File: config.mk
export PLATFORM = sky130hd
export DESIGN_NAME = demux1xn_stream_flat
export DESIGN_NICKNAME = d
export VERILOG_FILES = /design/src/rtl/demux1xn_stream_if.sv /design/src/rtl/demux1xn_stream.sv /design/src/flat_wrapper.sv
export SDC_FILE = /design/constraint.sdc
export NUM_CORES = 1
export LEC_CHECK = 0
export CORE_MARGIN = 4
export CORE_UTILIZATION = 35
export CTS_CLUSTER_DIAMETER = 150
export DETAILED_ROUTE_END_ITERATION = 6
export PLACE_DENSITY = 0.65
export SYNTH_ARGS = -nofsm -noshare
export SYNTH_HDL_FRONTEND = slang
export SYNTH_SLANG_ARGS = --single-unit
export TNS_END_PERCENT = 10
File: constraint.sdc
create_clock -name clk -period 3.4 [get_ports clk]
set_clock_uncertainty 0.15 [all_clocks]
set_input_delay 0.34 -clock clk [delete_from_list [all_inputs] [get_ports clk]]
set_output_delay 0.34 -clock clk [all_outputs]
set_load 0.01 [all_outputs]
File: src/rtl/demux1xn_stream_if.sv
// rtl/demux1xn_stream_if.sv - input stream and per-channel output handshake bundle for demux1xn_stream
interface demux1xn_stream_if #(
    parameter int WIDTH = 8,
    parameter int N_OUT = 4,
    parameter int SEL_W = 2
);
    logic [WIDTH-1:0]       in_data;
    logic [SEL_W-1:0]       in_sel;
    logic                   in_valid;
    logic                   in_ready;
    logic [N_OUT*WIDTH-1:0] out_data;
    logic [N_OUT-1:0]       out_valid;
    logic [N_OUT-1:0]       out_ready;

    modport master (
        output in_data, in_sel, in_valid, out_ready,
        input  in_ready, out_data, out_valid
    );

    modport slave (
        input  in_data, in_sel, in_valid, out_ready,
        output in_ready, out_data, out_valid
    );
endinterface

File: src/rtl/demux1xn_stream.sv
// rtl/demux1xn_stream.sv - registered 1-to-N stream demultiplexer with per-channel holding registers
module demux1xn_stream #(
    parameter int WIDTH = 8,
    parameter int N_OUT = 4,
    parameter int SEL_W = 2,
    parameter int CNT_W = 16
) (
    input  logic                 clk,
    input  logic                 rst,
    demux1xn_stream_if.slave     bus,
    output logic                 sel_err,
    output logic [CNT_W-1:0]     acc_cnt
);
    typedef enum logic {EMPTY = 1'b0, FULL = 1'b1} ch_state_e;

    ch_state_e        state_q [N_OUT];
    ch_state_e        state_d [N_OUT];
    logic [WIDTH-1:0] data_q  [N_OUT];
    logic [N_OUT-1:0] load;
    logic [N_OUT-1:0] hit;
    logic             in_ready_c;
    logic             sel_ok;
    logic             accept;

    // Out-of-range selects match no channel, so in_ready stays 1 and the word is sunk.
    always_comb begin
        in_ready_c = 1'b1;
        sel_ok     = 1'b0;
        for (int k = 0; k < N_OUT; k++) begin
            if (32'(bus.in_sel) == k) begin
                in_ready_c = (state_q[k] == EMPTY) | bus.out_ready[k];
                sel_ok     = 1'b1;
            end
        end
    end

    assign accept       = bus.in_valid & in_ready_c;
    assign bus.in_ready = in_ready_c;

    always_comb begin
        hit = '0;
        for (int k = 0; k < N_OUT; k++) begin
            if (accept && (32'(bus.in_sel) == k)) begin
                hit[k] = 1'b1;
            end
        end
    end

    always_comb begin
        load = '0;
        for (int k = 0; k < N_OUT; k++) begin
            state_d[k] = state_q[k];
            case (state_q[k])
                EMPTY: begin
                    if (hit[k]) begin
                        state_d[k] = FULL;
                        load[k]    = 1'b1;
                    end
                end
                FULL: begin
                    // A hit while FULL implies out_ready[k]: replace in place with no bubble.
                    if (hit[k]) begin
                        load[k] = 1'b1;
                    end else if (bus.out_ready[k]) begin
                        state_d[k] = EMPTY;
                    end
                end
                default: state_d[k] = EMPTY;
            endcase
        end
    end

    always_ff @(posedge clk) begin
        if (rst) begin
            for (int k = 0; k < N_OUT; k++) begin
                state_q[k] <= EMPTY;
                data_q[k]  <= '0;
            end
            sel_err <= 1'b0;
            acc_cnt <= '0;
        end else begin
            for (int k = 0; k < N_OUT; k++) begin
                state_q[k] <= state_d[k];
                if (load[k]) begin
                    data_q[k] <= bus.in_data;
                end
            end
            sel_err <= accept & ~sel_ok;
            if (accept) begin
                acc_cnt <= acc_cnt + CNT_W'(1);
            end
        end
    end

    for (genvar k = 0; k < N_OUT; k++) begin : g_out
        assign bus.out_data[k*WIDTH +: WIDTH] = data_q[k];
        assign bus.out_valid[k]               = (state_q[k] == FULL);
    end
endmodule

File: src/flat_wrapper.sv
// flat-port wrapper written by rule: the top's interface ports become plain ports
module demux1xn_stream_flat 
#(
    parameter int WIDTH = 8,
    parameter int N_OUT = 4,
    parameter int SEL_W = 2,
    parameter int CNT_W = 16
)
  (clk, rst, sel_err, acc_cnt, bus_in_data, bus_in_sel, bus_in_valid, bus_out_ready, bus_in_ready, bus_out_data, bus_out_valid);
  demux1xn_stream_if #(.WIDTH(WIDTH), .N_OUT(N_OUT), .SEL_W(SEL_W)) bus_i ();
  input  logic clk;
  input  logic rst;
  output logic sel_err;
  output logic [CNT_W-1:0] acc_cnt;
  input wire logic [$bits(bus_i.in_data)-1:0] bus_in_data;
  input wire logic [$bits(bus_i.in_sel)-1:0] bus_in_sel;
  input wire logic [$bits(bus_i.in_valid)-1:0] bus_in_valid;
  input wire logic [$bits(bus_i.out_ready)-1:0] bus_out_ready;
  output wire logic [$bits(bus_i.in_ready)-1:0] bus_in_ready;
  output wire logic [$bits(bus_i.out_data)-1:0] bus_out_data;
  output wire logic [$bits(bus_i.out_valid)-1:0] bus_out_valid;
  assign bus_i.in_data = bus_in_data;
  assign bus_i.in_sel = bus_in_sel;
  assign bus_i.in_valid = bus_in_valid;
  assign bus_i.out_ready = bus_out_ready;
  assign bus_in_ready = bus_i.in_ready;
  assign bus_out_data = bus_i.out_data;
  assign bus_out_valid = bus_i.out_valid;
  demux1xn_stream #(.WIDTH(WIDTH), .N_OUT(N_OUT), .SEL_W(SEL_W), .CNT_W(CNT_W)) u_core (.clk(clk), .rst(rst), .bus(bus_i), .sel_err(sel_err), .acc_cnt(acc_cnt));
endmodule
==> impl_metrics.toml, run 1 <==
[cts]
cts_root_buffer = "clkbuf_8"
post-cts-setup-buffers = 0
clock_sinks = 53
h-tree-depth = 2
clk_latency_ns = 0.31
tritoncts = "built"
cts_resized = 0
cts-buffers-inserted = 5
ctsLongestPathBuffers = 2
path_clk_slew_ns = 0.10
ctsHoldBuffers = 0

[placed_design]
place_congestion = 0.786
dpl.hpwl_um = 3930
dp.cells = 338
placed_area_mm2 = 0.00308
port_buffers = 70
dp_worst_setup_slack_ns = 0.621

[grt]
grt_antenna_before_repair = 0
gr-total-overflow = 0
grt_pass1_wl_um = 8830
grt_util_all_layers = 0.147
grt_max_degree = 33
grt_pass1_vias = 1756

[power]
power.density_mw_per_mm2 = 382
irDropWorstVdd_uv = 204
leakage_nw = 1.14
p_total_mw = 1.21

[worst_setup_path]
timing.rr.end = "u_core.data_q[1][2]"
required_ns = 2.91
end_kind = "output pin"
critPathLaunchType = "primary input"
regToRegSetupSlack_ns = 1.22
r2r-start = "u_core.state_q[0][1]"
r2r_cells = 5
critPathKind = "primary input to output pin"
crit_fanout = 7
worst-endpoint-arrival_ns = 2.23

[synth]
syn-num-nets = 212
synth-edff-count = 32
synth_commonest_cells = "and2_1 (32), edfxtp_1 (32), dfxtp_1 (21)"
synth_top_cell_by_area = "edfxtp_1"
synth_cell_type_count = 35
synth_area_mm2 = 0.00228
synth.area.top_cells = "edfxtp_1 (42%), dfxtp_1 (18%), and2_1 (8.8%)"
ys_seq_area_frac = 0.606
synth_warnings = 0
async_reset_ff_frac = 0
netlist.area_leader.share = 0.421
synth-seq-cells = 53
avgSynthCellArea_um2 = 11.8
ys.flop_type = "edfxtp_1"
syn_inst = 194

[detailed_routing]
first_iter_violations = 93
wl_per_cell_um = 15.9
detail-route-antenna-nets = 0
via_count = 1804
vias_per_cell = 5.21
first_pass_iters = 4
drt_wl_total_um = 5510
drc_errors = 0

[timing]
worst_slack_ns = 0.680
worst_pin_slew_ns = 0.779
slew-limit-headroom = 0.477
rsz0062_at_grt = "false"
tns_ns = 0
timing.final.crit_period_ns = 2.72
setup_viol = 0
maxSlewViolCount = 0
hold_violations = 0
max_freq_mhz = 368
fin_crit_sh = 0.800

[run_status]
status = "finished clean"

[hold_path]
hp-start = "u_core.state_q[0][3]"
hold_end = "u_core.state_q[0][3]"
hold_depth = 2
hold_class = "flip-flop to flip-flop"

[floorplan]
num_rows = 29
dieHeight_um = 88.7
coreArea_mm2 = 0.00635
die_area_mm2 = 0.00787
die_w_um = 88.7
initial_core_util = 0.359
num_io_pins = 71

[run]
maxCapViolCount = 0

[layout]
nFillCells = 585
layout-drive-gt1-share = 0.0967
final_area_mm2 = 0.00317
antenna_cells = 0
area_growth_pct = 39.2
fin_cells = 346
num-nets-final = 286
==> kinds of logic after synthesis <==
kind of cell             after synthesis  share of synthesized area
multiplexers                           3                     0.0197
flip-flops                            53                      0.606
buffers and inverters                 14                     0.0269
adder cells (fa/ha/maj)                1                    0.00548
AND/OR/NAND/NOR                       86                      0.235
AO/OA/AOI/OAI                         36                      0.106
other                                  1                    0.00164
==> cells in the final DEF, fill, tap and decap left out, types with 4 or more instances in the layout <==
master            n
edfxtp_1         32
buf_4             7
nor2b_1           6
nand3_1          11
nand4_1           4
o21ai_0           6
or4_1             6
inv_1             4
and2_1           32
nand2_1           5
or2_2             4
o41ai_1           4
a21oi_1          10
dfxtp_1          21
clkdlybuf4s50_1  70
o31ai_1           7
clkbuf_8          5
o311ai_0          4
==> registers in the layout, summed over array words and instances (netlist names) <==
name and cells:
u_core.data_q 32, u_core.acc_cnt 16, u_core.state_q 4, u_core.sel_err 1
==> worst max-delay path by stage <==
| stage | start | endpoint | slack [ns] | cells after the start |
|---|---|---|---|---|
| finish | bus_in_sel[0] | bus_in_ready | 0.68 | 4 |
| global route | bus_in_sel[0] | bus_in_ready | 0.57 | 4 |
| CTS | bus_in_sel[0] | bus_in_ready | 0.67 | 4 |
| detailed placement | bus_in_sel[0] | u_core.data_q[0][4] | 0.62 | 4 |
| global placement | bus_in_sel[0] | u_core.acc_cnt[9] | 0.70 | 5 |
| floorplan | u_core.state_q[0][3] | u_core.data_q[0][0] | 0.72 | 6 |
==> through the flow <==
step           hold WS (ns)   util
2_1_floorplan         0.342      -
3_3_place_gp          0.329  0.486
3_5_place_dp          0.327  0.486
4_1_cts               0.340  0.500
5_1_grt               0.380  0.500
6_report              0.333  0.500
==> worst max-delay path, stage by stage <==
cell,delay (ns)
clkdlybuf4s50_1,0.61
mux4_2,0.58
inv_1,0.14
clkdlybuf4s50_1,0.55
==> power by group <==
| group | switching, mW | internal [mW] |
|---|---|---|
| registers | 0.00877 | 0.703 |
| logic | 0.0647 | 0.0712 |
| clock network | 0.217 | 0.147 |
==> layout make-up <==
cell class                      count  area, µm²  share of cell area
Clock buffer                        5       68.8              0.0217
Clock inverter                      3       21.3             0.00670
Inverter                            4       15.0             0.00473
Multi-Input combinational cell    127        838               0.264
Sequential cell                    53       1380               0.435
Tap cell                           77       96.3              0.0304
Timing Repair Buffer               77        753               0.237
==> layer usage <==
layer  wire length [µm]  share of wire  GRT usage  vias up
met5                  0              0          0        -
met4                 66          0.012     0.0508        0
met3                460          0.083     0.0363        7
met2               2570           0.47      0.235       79
met1               2420           0.44      0.193      848
li1                   -              -          -      870
No activity file was read; power rests on OpenSTA's default activity.
==> inputs of run 2 (changes only) <==
- PLACE_DENSITY: 0.65 -> 0.67
- clock period: 3.4 -> 2.2 ns (I/O delays scaled with it)
==> run 2 against run 1 <==
Register-to-register slack got worse by 1.2 ns. Sequential power rose by 54%. Non-clock buffer count rose by 13. Largest power group unchanged. Final area grew 5.8%. Setup slack lost 0.62 ns. Critical endpoint is now u_core.acc_cnt[6]. Combinational power increased by 77%. Clock power is 51% higher. Critical path depth is 2 higher. First-iteration DRC count fell by 51%. Power grew 56%.
==> impl_metrics.toml, run 2 (synthesis gave the netlist of run 1 again) <==
[hold_path]
hold_depth = 2
hold_end = "u_core.state_q[0][3]"
hold_class = "flip-flop to flip-flop"
hp-start = "u_core.state_q[0][3]"

[grt]
use_met2 = 0.254
grt_pass1_vias = 1789
use_met1 = 0.186
grt_max_degree = 29
top_usage_layer = "met2"
grt_antenna_before_repair = 0
gr-total-overflow = 0
grt_util_all_layers = 0.146
grt_pass1_wl_um = 8900
met3_usage = 0.0261

[cts]
h-tree-depth = 2
cts-buffers-inserted = 5
clock_sinks = 53
ctsHoldBuffers = 0
clk_latency_ns = 0.30
path_clk_slew_ns = 0.10
tritoncts = "built"
ctsLongestPathBuffers = 2
cts_root_buffer = "clkbuf_8"

[timing]
timing.final.crit_period_ns = 2.14
maxSlewViolCount = 0
hold_violations = 0
fin_crit_sh = 0.972
worst_slack_ns = 0.0605
setup_viol = 0
whs_ns = 0.339
max_freq_mhz = 467
tns_ns = 0

[layout]
antenna_cells = 0
layout-drive-gt1-share = 0.163
top_regs = "u_core.data_q: 32 flops, u_core.acc_cnt: 16 flops, u_core.state_q: 4 flops"
final_area_mm2 = 0.00336
fin_cells = 359
largest_reg_flops = 32
top_register = "u_core.data_q"
num-nets-final = 299
layout_commonest_cell = "clkdlybuf4s50_1"
area_growth_pct = 47.3
finish.utilization = 0.529
layout_common_cells = "clkdlybuf4s50_1 (68), and2_1 (32), edfxtp_1 (32), dfxtp_1 (21), buf_4 (16)"

[worst_setup_path]
regToRegSetupSlack_ns = 0.06
r2r-start = "u_core.state_q[0][1]"
required_ns = 2.29
timing.rr.end = "u_core.acc_cnt[6]"
crit_fanout = 28
cp_slowest_cell = "or4_1"
path_cells = "nor2b_1, mux4_2, buf_4, buf_8, or4_1, a21oi_1"
worst-endpoint-arrival_ns = 2.23
critPathLaunchType = "flip-flop"
critPathKind = "flip-flop to flip-flop"
slowest_delay_ns = 0.50
end_kind = "flip-flop"
r2r_cells = 6

[detailed_routing]
vias_per_cell = 5.18
detail-route-antenna-nets = 0
drc_errors = 0
first_pass_iters = 4
drt_wl_total_um = 5530
via_count = 1859
wl_per_cell_um = 15.4
first_iter_violations = 46

[power]
p_total_mw = 1.89
leakage_nw = 1.23
irDropWorstVdd_uv = 259
power.density_mw_per_mm2 = 563

[run_status]
status = "finished clean"

[placed_design]
place_congestion = 0.801
placed_area_mm2 = 0.00324
dp.cells = 349
port_buffers = 70
dpl.hpwl_um = 4070
dp_worst_setup_slack_ns = -0.260

[floorplan]
coreArea_mm2 = 0.00635
num_rows = 29
die_area_mm2 = 0.00787
dieHeight_um = 88.7
die_w_um = 88.7
num_io_pins = 71
initial_core_util = 0.359

[run]
maxCapViolCount = 0
==> run 2: worst max-delay path by stage <==
stage	end	slack, ns	from	depth (start not counted)
after global routing	u_core.acc_cnt[6]	-0.008	u_core.state_q[0][2]	6
after global placement	u_core.acc_cnt[6]	-0.25	bus_in_sel[0]	5
after CTS	u_core.acc_cnt[6]	0.0004	u_core.state_q[0][1]	6
after detailed placement	u_core.acc_cnt[6]	-0.26	bus_in_sel[0]	5
after floorplan	u_core.data_q[0][0]	0.0003	u_core.state_q[0][3]	6
final	u_core.acc_cnt[6]	0.06	u_core.state_q[0][1]	6
==> run 2: cell type report <==
cell class                 instances  area (µm²)
sequential                        53        1380
multi-input combinational        127         881
inverter                           4        20.0
timing repair buffer              90         893
fill                             574        2990
clock buffer                       6        72.6
clock inverter                     2        15.0
tap                               77        96.3
==> run 2: routing by layer <==
| layer | vias to the layer above | part of all wire |
|---|---|---|
| li1 | 903 | - |
| met1 | 865 | 0.43 |
| met2 | 86 | 0.49 |
| met3 | 5 | 0.067 |
| met4 | 0 | 0.0076 |
| met5 | - | 0 |
==> run 2: power by group <==
| group | leakage (nW) | switching [mW] | total, mW | internal (mW) |
|---|---|---|---|---|
| logic | 0.674 | 0.110 | 0.241 | 0.131 |
| clock network | 0.0374 | 0.324 | 0.549 | 0.225 |
| registers | 0.514 | 0.0134 | 1.10 | 1.09 |
==> run 2: critical path, delay by kind of cell, from the launching register on <==
kind / cells / cell delay (ns)
simple gates: 2 / 0.65
compound gates: 1 / 0.13
mux: 1 / 0.48
flops: 1 / 0.33
buf+inv: 2 / 0.33
==> run 2: timing repair <==
action | in CTS | in global routing
buffers inserted | 1 | 1
pin swaps | 0 | 1
endpoints found under the setup margin | 1 | 16
resized for setup | 4 | 2
==> inputs of run 3 (changes only) <==
- clock period: 2.2 -> 1.8 ns (I/O delays scaled with it)
==> run 3 against run 2 <==
Sequential cell count unchanged. Critical path depth is 1 higher. Critical endpoint is now u_core.data_q[0][3]. Die area unchanged. Via count grew 1.9%. Wire length rose by 9.5%. Highest routed layer unchanged. Maximum frequency up 5.2%. Setup slack worse by 0.30 ns. Sequential power increased by 23%. Clock power increased by 23%. Clock-buffer cell count did not move. The run now ends with negative setup slack left.
==> impl_metrics.toml, run 3 (synthesis gave the netlist of run 1 again) <==
[run_status]
status = "finished, violations left"
violations = "negative setup slack"

[layout]
top_register = "u_core.data_q"
area_growth_pct = 57.0
antenna_cells = 0
layout-drive-gt1-share = 0.265
layout_common_cells = "clkdlybuf4s50_1 (69), edfxtp_1 (32), and2_1 (31), buf_4 (24), dfxtp_1 (16)"
num-nets-final = 311
layout_commonest_cell = "clkdlybuf4s50_1"
fin_cells = 371
top_regs = "u_core.data_q: 32 flops, u_core.acc_cnt: 16 flops, u_core.state_q: 4 flops"
largest_reg_flops = 32

[timing]
max_freq_mhz = 491
hold_violations = 0
worst_slack_ns = -0.235
maxSlewViolCount = 0
rsz0062_at_grt = "true"
setup_viol = 81
timing.final.crit_period_ns = 2.03
tns_ns = -12.72
fin_crit_sh = 1.13

[cts]
clk_latency_ns = 0.30
ctsLongestPathBuffers = 2
tritoncts = "built"
cts-buffers-inserted = 5
cts_root_buffer = "clkbuf_8"
h-tree-depth = 2
clock_sinks = 53
path_clk_slew_ns = 0.09

[detailed_routing]
drc_errors = 0
first_pass_iters = 4
vias_per_cell = 5.11
wl_per_cell_um = 16.3
drt_wl_total_um = 6060
first_iter_violations = 58
detail-route-antenna-nets = 0
via_count = 1895

[floorplan]
die_area_mm2 = 0.00787
num_io_pins = 71
num_rows = 29
die_w_um = 88.7
coreArea_mm2 = 0.00635
initial_core_util = 0.359
dieHeight_um = 88.7

[worst_setup_path]
crit_fanout = 8
required_ns = 1.68
critPathKind = "flip-flop to flip-flop"
end_kind = "flip-flop"
worst-endpoint-arrival_ns = 1.92
critPathLaunchType = "flip-flop"

[placed_design]
port_buffers = 70
place_congestion = 0.870
dpl.hpwl_um = 4310
dp.cells = 360

[grt]
grt_util_all_layers = 0.160
grt_pass1_wl_um = 9760
grt_antenna_before_repair = 0
grt_pass1_vias = 1964
grt_max_degree = 19
gr-total-overflow = 0

[power]
leakage_nw = 1.31
irDropWorstVdd_uv = 332
power.density_mw_per_mm2 = 655

[hold_path]
hold_class = "flip-flop to flip-flop"

[run]
maxCapViolCount = 0
## run 3: cell count changes in the layout (fill, tap and decap cells not counted), moves of 2 or more
cell / previous run / this run
dfxtp_1: 21 / 16
o311ai_0: 4 / 0
a21oi_2: 1 / 3
o21ai_0: 3 / 1
buf_6: 0 / 2
dlygate4sd2_1: 2 / 0
a21oi_1: 9 / 7
nor2b_4: 0 / 3
dfxtp_2: 0 / 5
nor2b_1: 6 / 3
o311ai_2: 0 / 4
buf_4: 16 / 24
## run 3: layout make-up
cell class | count | area, µm²
fill | 542 | 2770
sequential | 53 | 1390
timing repair buffer | 102 | 1030
multi-input combinational | 127 | 965
tap | 77 | 96.3
clock buffer | 6 | 72.6
inverter | 4 | 20.0
clock inverter | 2 | 15.0
## run 3: what timing repair did
item | in CTS | in global routing
hold buffers | 0 | 0
endpoints found under the setup margin | 83 | 85
resized for setup | 22 | 11
setup buffers | 2 | 0
pin swaps | 28 | 1
cloned | 1 | 0
## run 3: routing by layer
metal,vias to the layer above,routed length (µm),GRT usage
li1,917,-,-
met1,902,2550,0.208
met5,-,0,0
met4,0,48,0.0453
met2,70,2990,0.271
met3,6,468,0.0345
## run 3: worst paths after layout
path / start / slack (ns) / cells after the start / endpoint
setup reg to reg: u_core.state_q[0][0] / -0.23 / 7 / u_core.data_q[0][3]
hold / removal: u_core.acc_cnt[6] / 0.37 / 2 / u_core.acc_cnt[6]
setup / recovery: u_core.state_q[0][0] / -0.23 / 7 / u_core.data_q[0][3]
hold reg to reg: u_core.acc_cnt[6] / 0.37 / 2 / u_core.acc_cnt[6]
## run 3: where the power goes
part	leakage [nW]	internal (mW)	switching (mW)
combinational	0.756	0.180	0.146
sequential	0.517	1.33	0.0181
clock	0.0374	0.275	0.398
total	1.31	1.78	0.562
## run 3: worst max-delay path, stage by stage (launching register included)
cell and delay, ns:
dfxtp_2 0.34, nor2b_4 0.12, mux4_2 0.48, buf_4 0.17, inv_6 0.06, nand2_4 0.07, o31ai_4 0.21, buf_12 0.16
## run 3: through the flow
stage / cell area (µm²) / setup WS, ns / util / hold WS [ns] / power [mW]
finish: 3580 / -0.235 / 0.564 / 0.367 / 2.35
global route: 3580 / -0.314 / 0.564 / 0.398 / 2.44
CTS: 3540 / -0.248 / 0.557 / 0.363 / 2.36
detailed placement: 3350 / -0.611 / 0.527 / 0.341 / 1.68
global placement: 3350 / -0.566 / 0.527 / 0.343 / 1.68
floorplan: 2340 / -0.385 / - / 0.174 / 1.48
